## src/rtl/axis2xgmii32.sv

```systemverilog
`default_nettype none
//==============================================================================
// Module  : axis2xgmii32
// Brief   : 32-bit AXIS to XGMII TX framer: preamble/SFD, zero padding,
//           FCS append, terminate character and inter-frame gap.
// Revision: 1.0
//==============================================================================
module axis2xgmii32 #(
    parameter int IFG_WORDS   = 3,
    parameter bit PAD_EN      = 1'b1,
    parameter int MIN_PAYLOAD = 60
) (
    input  logic        clk_i,
    input  logic        rst_i,
    input  logic [31:0] tdata_i,
    input  logic [1:0]  tvldb_i,
    input  logic        tvalid_i,
    input  logic        tlast_i,
    output logic        tready_o,
    input  logic        xgmii_rdy_i,
    output logic [31:0] xgmii_d_o,
    output logic [3:0]  xgmii_c_o,
    output logic [31:0] frames_o,
    output logic [31:0] underruns_o
);

    localparam logic [3:0] c_ST_IDLE  = 4'd0;
    localparam logic [3:0] c_ST_SFD   = 4'd1;
    localparam logic [3:0] c_ST_DATA  = 4'd2;
    localparam logic [3:0] c_ST_PAD   = 4'd3;
    localparam logic [3:0] c_ST_TAIL  = 4'd4;
    localparam logic [3:0] c_ST_TERM  = 4'd5;
    localparam logic [3:0] c_ST_ABORT = 4'd6;
    localparam logic [3:0] c_ST_FLUSH = 4'd7;
    localparam logic [3:0] c_ST_IFG   = 4'd8;

    localparam logic [31:0] c_IDLE_D      = 32'h07070707;
    localparam logic [31:0] c_START_D     = 32'h555555FB;
    localparam logic [31:0] c_PREAMBLE_D  = 32'h55555555;
    localparam logic [31:0] c_SFD_D       = 32'hD5555555;
    localparam logic [31:0] c_ERROR_D     = 32'hFEFEFEFE;
    localparam logic [31:0] c_TERM0_D     = 32'h070707FD;
    localparam logic [15:0] c_MIN_PAYLOAD = 16'(MIN_PAYLOAD);
    localparam logic [7:0]  c_IFG_WORDS   = 8'(IFG_WORDS);
    localparam logic [3:0]  c_AFTER_TERM  = (IFG_WORDS == 0) ? c_ST_IDLE : c_ST_IFG;

    function automatic logic [31:0] crc32_byte(input logic [31:0] crc, input logic [7:0] b);
        logic [31:0] v;
        v = crc ^ {24'd0, b};
        for (int i = 0; i < 8; i++)
            v = v[0] ? ((v >> 1) ^ 32'hEDB88320) : (v >> 1);
        return v;
    endfunction

    function automatic logic [31:0] crc32_word(input logic [31:0] crc, input logic [31:0] d);
        logic [31:0] v;
        v = crc;
        for (int i = 0; i < 4; i++)
            v = crc32_byte(v, d[8*i +: 8]);
        return v;
    endfunction

    logic [3:0]  r_state;
    logic [31:0] r_d;
    logic [3:0]  r_c;
    logic [31:0] r_crc;
    logic [15:0] r_cnt;
    logic [31:0] r_term_d;
    logic [3:0]  r_term_c;
    logic [7:0]  r_ifg_cnt;
    logic [31:0] r_frames;
    logic [31:0] r_underruns;

    logic [3:0]  w_lane_en;
    logic [31:0] w_data_m;
    logic [2:0]  w_nbytes;
    logic [16:0] w_sum_n;
    logic [16:0] w_sum_4;
    logic [15:0] w_cnt_add;
    logic [15:0] w_cnt_fill;
    logic        w_pad_needed;
    logic [31:0] w_crc_b1;
    logic [31:0] w_crc_b2;
    logic [31:0] w_crc_b3;
    logic [31:0] w_crc_b4;
    logic [31:0] w_crc_pad;
    logic [31:0] w_fcs1;
    logic [31:0] w_fcs2;
    logic [31:0] w_fcs3;

    // Lanes beyond the last valid byte are zeroed so the padded CRC sees 0x00.
    always_comb begin
        w_lane_en = 4'b1111;
        if (tlast_i) begin
            case (tvldb_i)
                2'd0:    w_lane_en = 4'b0001;
                2'd1:    w_lane_en = 4'b0011;
                2'd2:    w_lane_en = 4'b0111;
                default: w_lane_en = 4'b1111;
            endcase
        end
    end

    for (genvar gi = 0; gi < 4; gi++) begin : g_mask
        assign w_data_m[8*gi +: 8] = w_lane_en[gi] ? tdata_i[8*gi +: 8] : 8'h00;
    end

    assign w_nbytes     = tlast_i ? ({1'b0, tvldb_i} + 3'd1) : 3'd4;
    assign w_sum_n      = {1'b0, r_cnt} + {14'd0, w_nbytes};
    assign w_sum_4      = {1'b0, r_cnt} + 17'd4;
    assign w_cnt_add    = w_sum_n[16] ? 16'hFFFF : w_sum_n[15:0];
    assign w_cnt_fill   = w_sum_4[16] ? 16'hFFFF : w_sum_4[15:0];
    assign w_pad_needed = PAD_EN && (w_cnt_add < c_MIN_PAYLOAD);

    assign w_crc_b1  = crc32_byte(r_crc,    w_data_m[7:0]);
    assign w_crc_b2  = crc32_byte(w_crc_b1, w_data_m[15:8]);
    assign w_crc_b3  = crc32_byte(w_crc_b2, w_data_m[23:16]);
    assign w_crc_b4  = crc32_byte(w_crc_b3, w_data_m[31:24]);
    assign w_crc_pad = crc32_word(r_crc, 32'd0);
    assign w_fcs1    = ~w_crc_b1;
    assign w_fcs2    = ~w_crc_b2;
    assign w_fcs3    = ~w_crc_b3;

    assign tready_o    = xgmii_rdy_i && ((r_state == c_ST_DATA) || (r_state == c_ST_FLUSH));
    assign xgmii_d_o   = r_d;
    assign xgmii_c_o   = r_c;
    assign frames_o    = r_frames;
    assign underruns_o = r_underruns;

    always_ff @(posedge clk_i) begin
        if (rst_i) begin
            r_state     <= c_ST_IDLE;
            r_d         <= c_IDLE_D;
            r_c         <= 4'hF;
            r_crc       <= 32'hFFFFFFFF;
            r_cnt       <= 16'd0;
            r_term_d    <= c_TERM0_D;
            r_term_c    <= 4'hF;
            r_ifg_cnt   <= 8'd0;
            r_frames    <= 32'd0;
            r_underruns <= 32'd0;
        end else if (xgmii_rdy_i) begin
            case (r_state)
                c_ST_IDLE: begin
                    r_d <= c_IDLE_D;
                    r_c <= 4'hF;
                    if (tvalid_i) begin
                        r_d     <= c_START_D;
                        r_c     <= 4'b0001;
                        r_crc   <= 32'hFFFFFFFF;
                        r_cnt   <= 16'd0;
                        r_state <= c_ST_SFD;
                    end
                end
                // Keep sending plain preamble until the source has data ready.
                c_ST_SFD: begin
                    r_c <= 4'b0000;
                    if (tvalid_i) begin
                        r_d     <= c_SFD_D;
                        r_state <= c_ST_DATA;
                    end else begin
                        r_d <= c_PREAMBLE_D;
                    end
                end
                c_ST_DATA: begin
                    if (!tvalid_i) begin
                        r_d     <= c_ERROR_D;
                        r_c     <= 4'hF;
                        r_state <= c_ST_ABORT;
                    end else begin
                        r_d   <= tdata_i;
                        r_c   <= 4'b0000;
                        r_crc <= w_crc_b4;
                        r_cnt <= w_cnt_add;
                        if (tlast_i) begin
                            if (w_pad_needed) begin
                                r_d     <= w_data_m;
                                r_cnt   <= w_cnt_fill;
                                r_state <= (w_cnt_fill >= c_MIN_PAYLOAD) ? c_ST_TAIL : c_ST_PAD;
                            end else begin
                                case (tvldb_i)
                                    2'd0: begin
                                        r_d      <= {w_fcs1[23:0], tdata_i[7:0]};
                                        r_term_d <= {8'h07, 8'h07, 8'hFD, w_fcs1[31:24]};
                                        r_term_c <= 4'b1110;
                                        r_state  <= c_ST_TERM;
                                    end
                                    2'd1: begin
                                        r_d      <= {w_fcs2[15:0], tdata_i[15:0]};
                                        r_term_d <= {8'h07, 8'hFD, w_fcs2[31:16]};
                                        r_term_c <= 4'b1100;
                                        r_state  <= c_ST_TERM;
                                    end
                                    2'd2: begin
                                        r_d      <= {w_fcs3[7:0], tdata_i[23:0]};
                                        r_term_d <= {8'hFD, w_fcs3[31:8]};
                                        r_term_c <= 4'b1000;
                                        r_state  <= c_ST_TERM;
                                    end
                                    default: r_state <= c_ST_TAIL;
                                endcase
                            end
                        end
                    end
                end
                c_ST_PAD: begin
                    r_d   <= 32'd0;
                    r_c   <= 4'b0000;
                    r_crc <= w_crc_pad;
                    r_cnt <= w_cnt_fill;
                    if (w_cnt_fill >= c_MIN_PAYLOAD)
                        r_state <= c_ST_TAIL;
                end
                c_ST_TAIL: begin
                    r_d      <= ~r_crc;
                    r_c      <= 4'b0000;
                    r_term_d <= c_TERM0_D;
                    r_term_c <= 4'hF;
                    r_state  <= c_ST_TERM;
                end
                c_ST_TERM: begin
                    r_d       <= r_term_d;
                    r_c       <= r_term_c;
                    r_frames  <= r_frames + 32'd1;
                    r_ifg_cnt <= c_IFG_WORDS;
                    r_state   <= c_AFTER_TERM;
                end
                // An underrun can only occur before tlast, so the tail is always flushed.
                c_ST_ABORT: begin
                    r_d         <= c_TERM0_D;
                    r_c         <= 4'hF;
                    r_underruns <= r_underruns + 32'd1;
                    r_state     <= c_ST_FLUSH;
                end
                c_ST_FLUSH: begin
                    r_d <= c_IDLE_D;
                    r_c <= 4'hF;
                    if (tvalid_i && tlast_i) begin
                        r_ifg_cnt <= c_IFG_WORDS;
                        r_state   <= c_AFTER_TERM;
                    end
                end
                c_ST_IFG: begin
                    r_d       <= c_IDLE_D;
                    r_c       <= 4'hF;
                    r_ifg_cnt <= r_ifg_cnt - 8'd1;
                    if (r_ifg_cnt <= 8'd1)
                        r_state <= c_ST_IDLE;
                end
                default: begin
                    r_d     <= c_IDLE_D;
                    r_c     <= 4'hF;
                    r_state <= c_ST_IDLE;
                end
            endcase
        end
    end

endmodule
`default_nettype wire

```

## config.mk

```make
export PLATFORM = sky130hd
export DESIGN_NAME = axis2xgmii32
export DESIGN_NICKNAME = d
export VERILOG_FILES = /design/src/rtl/axis2xgmii32.sv
export SDC_FILE = /design/constraint.sdc
export NUM_CORES = 1
export LEC_CHECK = 0
export CORE_AREA = 2 2 178 180
export DETAILED_ROUTE_END_ITERATION = 6
export DIE_AREA = 0 0 180 182
export DONT_BUFFER_PORTS = 1
export GPL_ROUTABILITY_DRIVEN = 0
export HOLD_SLACK_MARGIN = 0.02
export PLACE_DENSITY = 0.7
export RECOVER_POWER = 100
export SYNTH_ARGS = -nofsm -noshare
export SYNTH_HDL_FRONTEND = slang
export SYNTH_SLANG_ARGS = --single-unit
```

## constraint.sdc

```tcl
create_clock -name clk_i -period 7.3 [get_ports clk_i]
set_input_delay 1.46 -clock clk_i [delete_from_list [all_inputs] [get_ports clk_i]]
set_output_delay 1.46 -clock clk_i [all_outputs]
set_load 0.03 [all_outputs]
```

==> results.md <==
Clock network:
- Buffers inserted during clock tree synthesis total 17.
- The clock sink total is 188.
- TritonCTS built the clock tree.
- The post-cts hold buffer count is 0.
- No sink is reached through more buffers than the 2 on the longest clock path.
- In this run the clock root is driven by a clkbuf_16.
- In this run the post-CTS setup repair buffer count came out at 0.
- The number of levels the H-tree was split into is 4.
- The clock slew seen by the registers of the worst setup and hold paths is 80 ps.
- Post-CTS repair changed the size of 0 cells.
- The insertion delay to the later sink of the worst-skew pair is about 460 ps.

Timing:
- The worst pin sits at a relative slew slack of about 11%.
- For this run, the top clock speed supported by timing is approximately 150 MHz.
- The final period utilization is around 90%.
- The hold violation count in the final report came to 0.
- The final setup violation count is 0.
- The final total negative setup slack is 0 ps.
- Setup repair after global routing left no endpoint under its margin.
- Subtracting the final worst setup slack from the clock period gives roughly 6700 ps.
- The number of max-slew violations in the final report is 0.
- The clock tree skew after final layout is ~14 ps.
- At the pin with the least slew margin, the transition time is about 1300 ps.

Global route:
- For this run, the total global-route usage over all layers was measured as a little over a third.
- The first global-routing pass estimated ~88000 um of wire.
- The number of global-route vias before repair is ~14000.
- Global routing finished with a remaining overflow of 0.
- Entering global routing, the biggest net connects 120 pins.
- The initial antenna violation count is 7.

Setup path:
- The signal on the critical path passes through inv_1 -> ha_1 -> inv_1 -> nor2_1 -> fa_1 -> a21oi_1 -> nor3_1 -> and2_0 -> nor3_1 -> and4_1 -> and2_0 -> clkbuf_1 -> o311ai_0 -> a2111oi_0 -> o21ai_0.
- The number of cells on the worst reg-to-reg path is 11.
- STA classifies the critical path startpoint as an input pin.
- The sort of element at the end of the critical path is a register.
- The highest fanout seen on the critical path is 19.
- For the worst setup path, the data required time is 7600 ps.
- The worst setup path is of the in2reg kind.
- The library cell contributing the largest single delay on the critical path is a2111oi_0.
- For the worst setup path, the data arrival time is roughly 7000 ps.
- The biggest cell delay along the critical path is 890 ps.

Place:
- Port buffering added 0 buffers.
- The total placed instance area is roughly 17000 um2.
- The HPWL after detailed placement is between 40000 and 50000 um.
- Counting tap cells, the placed design contains a total of between 2000 and 2500 instances.

Routing:
- Using the TritonRoute via totals, the vias-per-cell ratio works out to roughly 6.6.
- The first routing iteration left 2171 violations.
- The first detailed-routing pass ran for 7 iterations.
- The post-route antenna net violation count is 0.
- For this run, design rule violations remaining after detail routing come to 40.
- The total via count in the routed design is 15108.
- The routed wire length is around 60000 um.
- In the final routed layout, each cell accounts on average for between 20 and 30 um.

Finish:
- Once layout is complete, the cells apart from fillers number 2290.
- Relative to the synthesized area, the layout overhead comes to 4.41%.
- The finished cells cover about 18000 um2.
- The fraction of layout cells with a size suffix above 1 is 5.31%.
- At the end of the flow, the number of nets in the layout was slightly below 2000.
- The final core utilization is a little under three fifths.

Hold path:
- Counting instances, the worst hold path has a depth of 2.
- The path class of the lowest-slack min-delay path is reg2reg.

Floorplanning:
- 140 I/O pins were placed.
- The height of the chip is 182 um.
- The x dimension of the die is between 150 and 200 um.
- The standard cell core area is 31000 um2.
- The area enclosed by the die boundary is 32800 um2.
- The initialized floorplan defines 65 standard-cell rows.
- Once the floorplan was initialized, standard cells occupied a little over half of the core.

Run status:
- The final reports fail on design-rule violations.
- The run finished, with violations left.

Logic synthesis:
- The cell area that synthesis handed to floorplanning was between 15000 and 20000 um2.
- The number of enable flip-flop cells after synthesis is 0.
- The total of flip-flops plus latches after synthesis is 188.
- A synthesized cell averages 8.73 um2.
- The number of distinct standard cells referenced by the synthesized netlist is slightly above 70.
- Sequential cells were found to cover 22.2% of the synthesized design area.
- The gate count after technology mapping is slightly below 2000.
- Among all flip-flop cells after synthesis, the most frequent one is dfxtp_1.
- The async set or reset register ratio after synthesis is 0%.
- When the netlist entered floorplanning its net count stood at 1998.
- For this run, the number of Yosys warnings is 0.

Run:
- The tool flagged a number of max-cap violations equal to 0.
-- flip-flops by register name, summed over array words and instances (netlist names) --
register / flops
frames_o: 32
underruns_o: 32
r_term_c: 2
xgmii_c_o: 4
r_ifg_cnt: 8
xgmii_d_o: 32
r_cnt: 16
r_crc: 32
r_state: 4
r_term_d: 26
-- kinds of logic (layout without fill, tap and decap cells) --
| group | count (synthesis) | count (layout) | share of synthesized area (%) |
|---|---|---|---|
| buf+inv | 147 | 85 | 3.49 |
| simple gates | 541 | 541 | 14.4 |
| fa+ha+maj | 15 | 15 | 1.15 |
| mux | 14 | 14 | 0.840 |
| flops | 188 | 188 | 22.2 |
| other cells | 0 | 6 | 0 |
| xor+xnor | 600 | 600 | 41.4 |
| compound gates | 439 | 439 | 16.6 |
-- Yosys cell counts (all sizes together), types with 21 or more instances --
library cell  number  area share (%)
xor2             164             8.9
clkbuf            98             2.2
xnor3             79              11
inv               21            0.46
a31oi             22            0.81
buf               26            0.82
xnor2            334              19
nor2             179             4.0
a221oi            24             1.2
and3              22            0.81
o21ai            138             4.1
a21oi            103             3.0
nor3              28            0.83
dfxtp            188              22
nand3             51             1.5
nand2            173             3.8
xor3              23             3.2
-- worst max-delay path: cells and delay by family --
family / cells / cell delay (ps)
AO/OA/AOI/OAI: 4 / 1800
adder cells (fa/ha/maj): 2 / 950
buffers and inverters: 3 / 1270
AND/OR/NAND/NOR: 6 / 1530
-- placed cells by master (no fill, tap or decap), types with 23 or more instances in the layout --
| cell | n |
|---|---|
| xnor2_1 | 318 |
| nor3_1 | 27 |
| nor2_1 | 179 |
| xor2_1 | 158 |
| dfxtp_1 | 188 |
| buf_4 | 23 |
| a21oi_1 | 103 |
| o21ai_0 | 138 |
| nand3_1 | 51 |
| xnor3_1 | 73 |
| a221oi_1 | 24 |
| nand2_1 | 173 |
-- cell type report --
type | count | area (um2)
Multi-Input combinational cell | 1609 | 12500
Tap cell | 402 | 503
Antenna cell | 6 | 15.0
Timing Repair Buffer | 30 | 199
Clock buffer | 17 | 425
Sequential cell | 188 | 3760
Fill cell | 2780 | 13300
Inverter | 23 | 86.3
Clock inverter | 15 | 208
-- path summary, 6_finish.rpt --
path / startpoint / end / slack [ps]
max: tvldb_i[0] / xgmii_d_o[10] / 580
min: r_term_d[4] / r_term_d[4] / 500
max reg2reg: r_crc[2] / r_crc[14] / 1000
min reg2reg: r_term_d[4] / r_term_d[4] / 500
-- routing by layer --
layer	GRT usage, %	wire, um	vias to the layer above
met5	0	41	-
met3	11.4	8110	234
met4	18.9	3670	6
met1	45.8	22100	7144
li1	-	-	6650
met2	52.4	25200	1074
-- metrics by stage --
stage	setup WS, ps	hold WS (ps)
after floorplan	1680	436
after global placement	1140	461
after detailed placement	864	471
after CTS	1310	488
after global routing	409	501
final	584	497
Power is left out: the tool's default activity adds up to more than one toggle a clock period on the data nets, which glitch-free logic cannot reach.
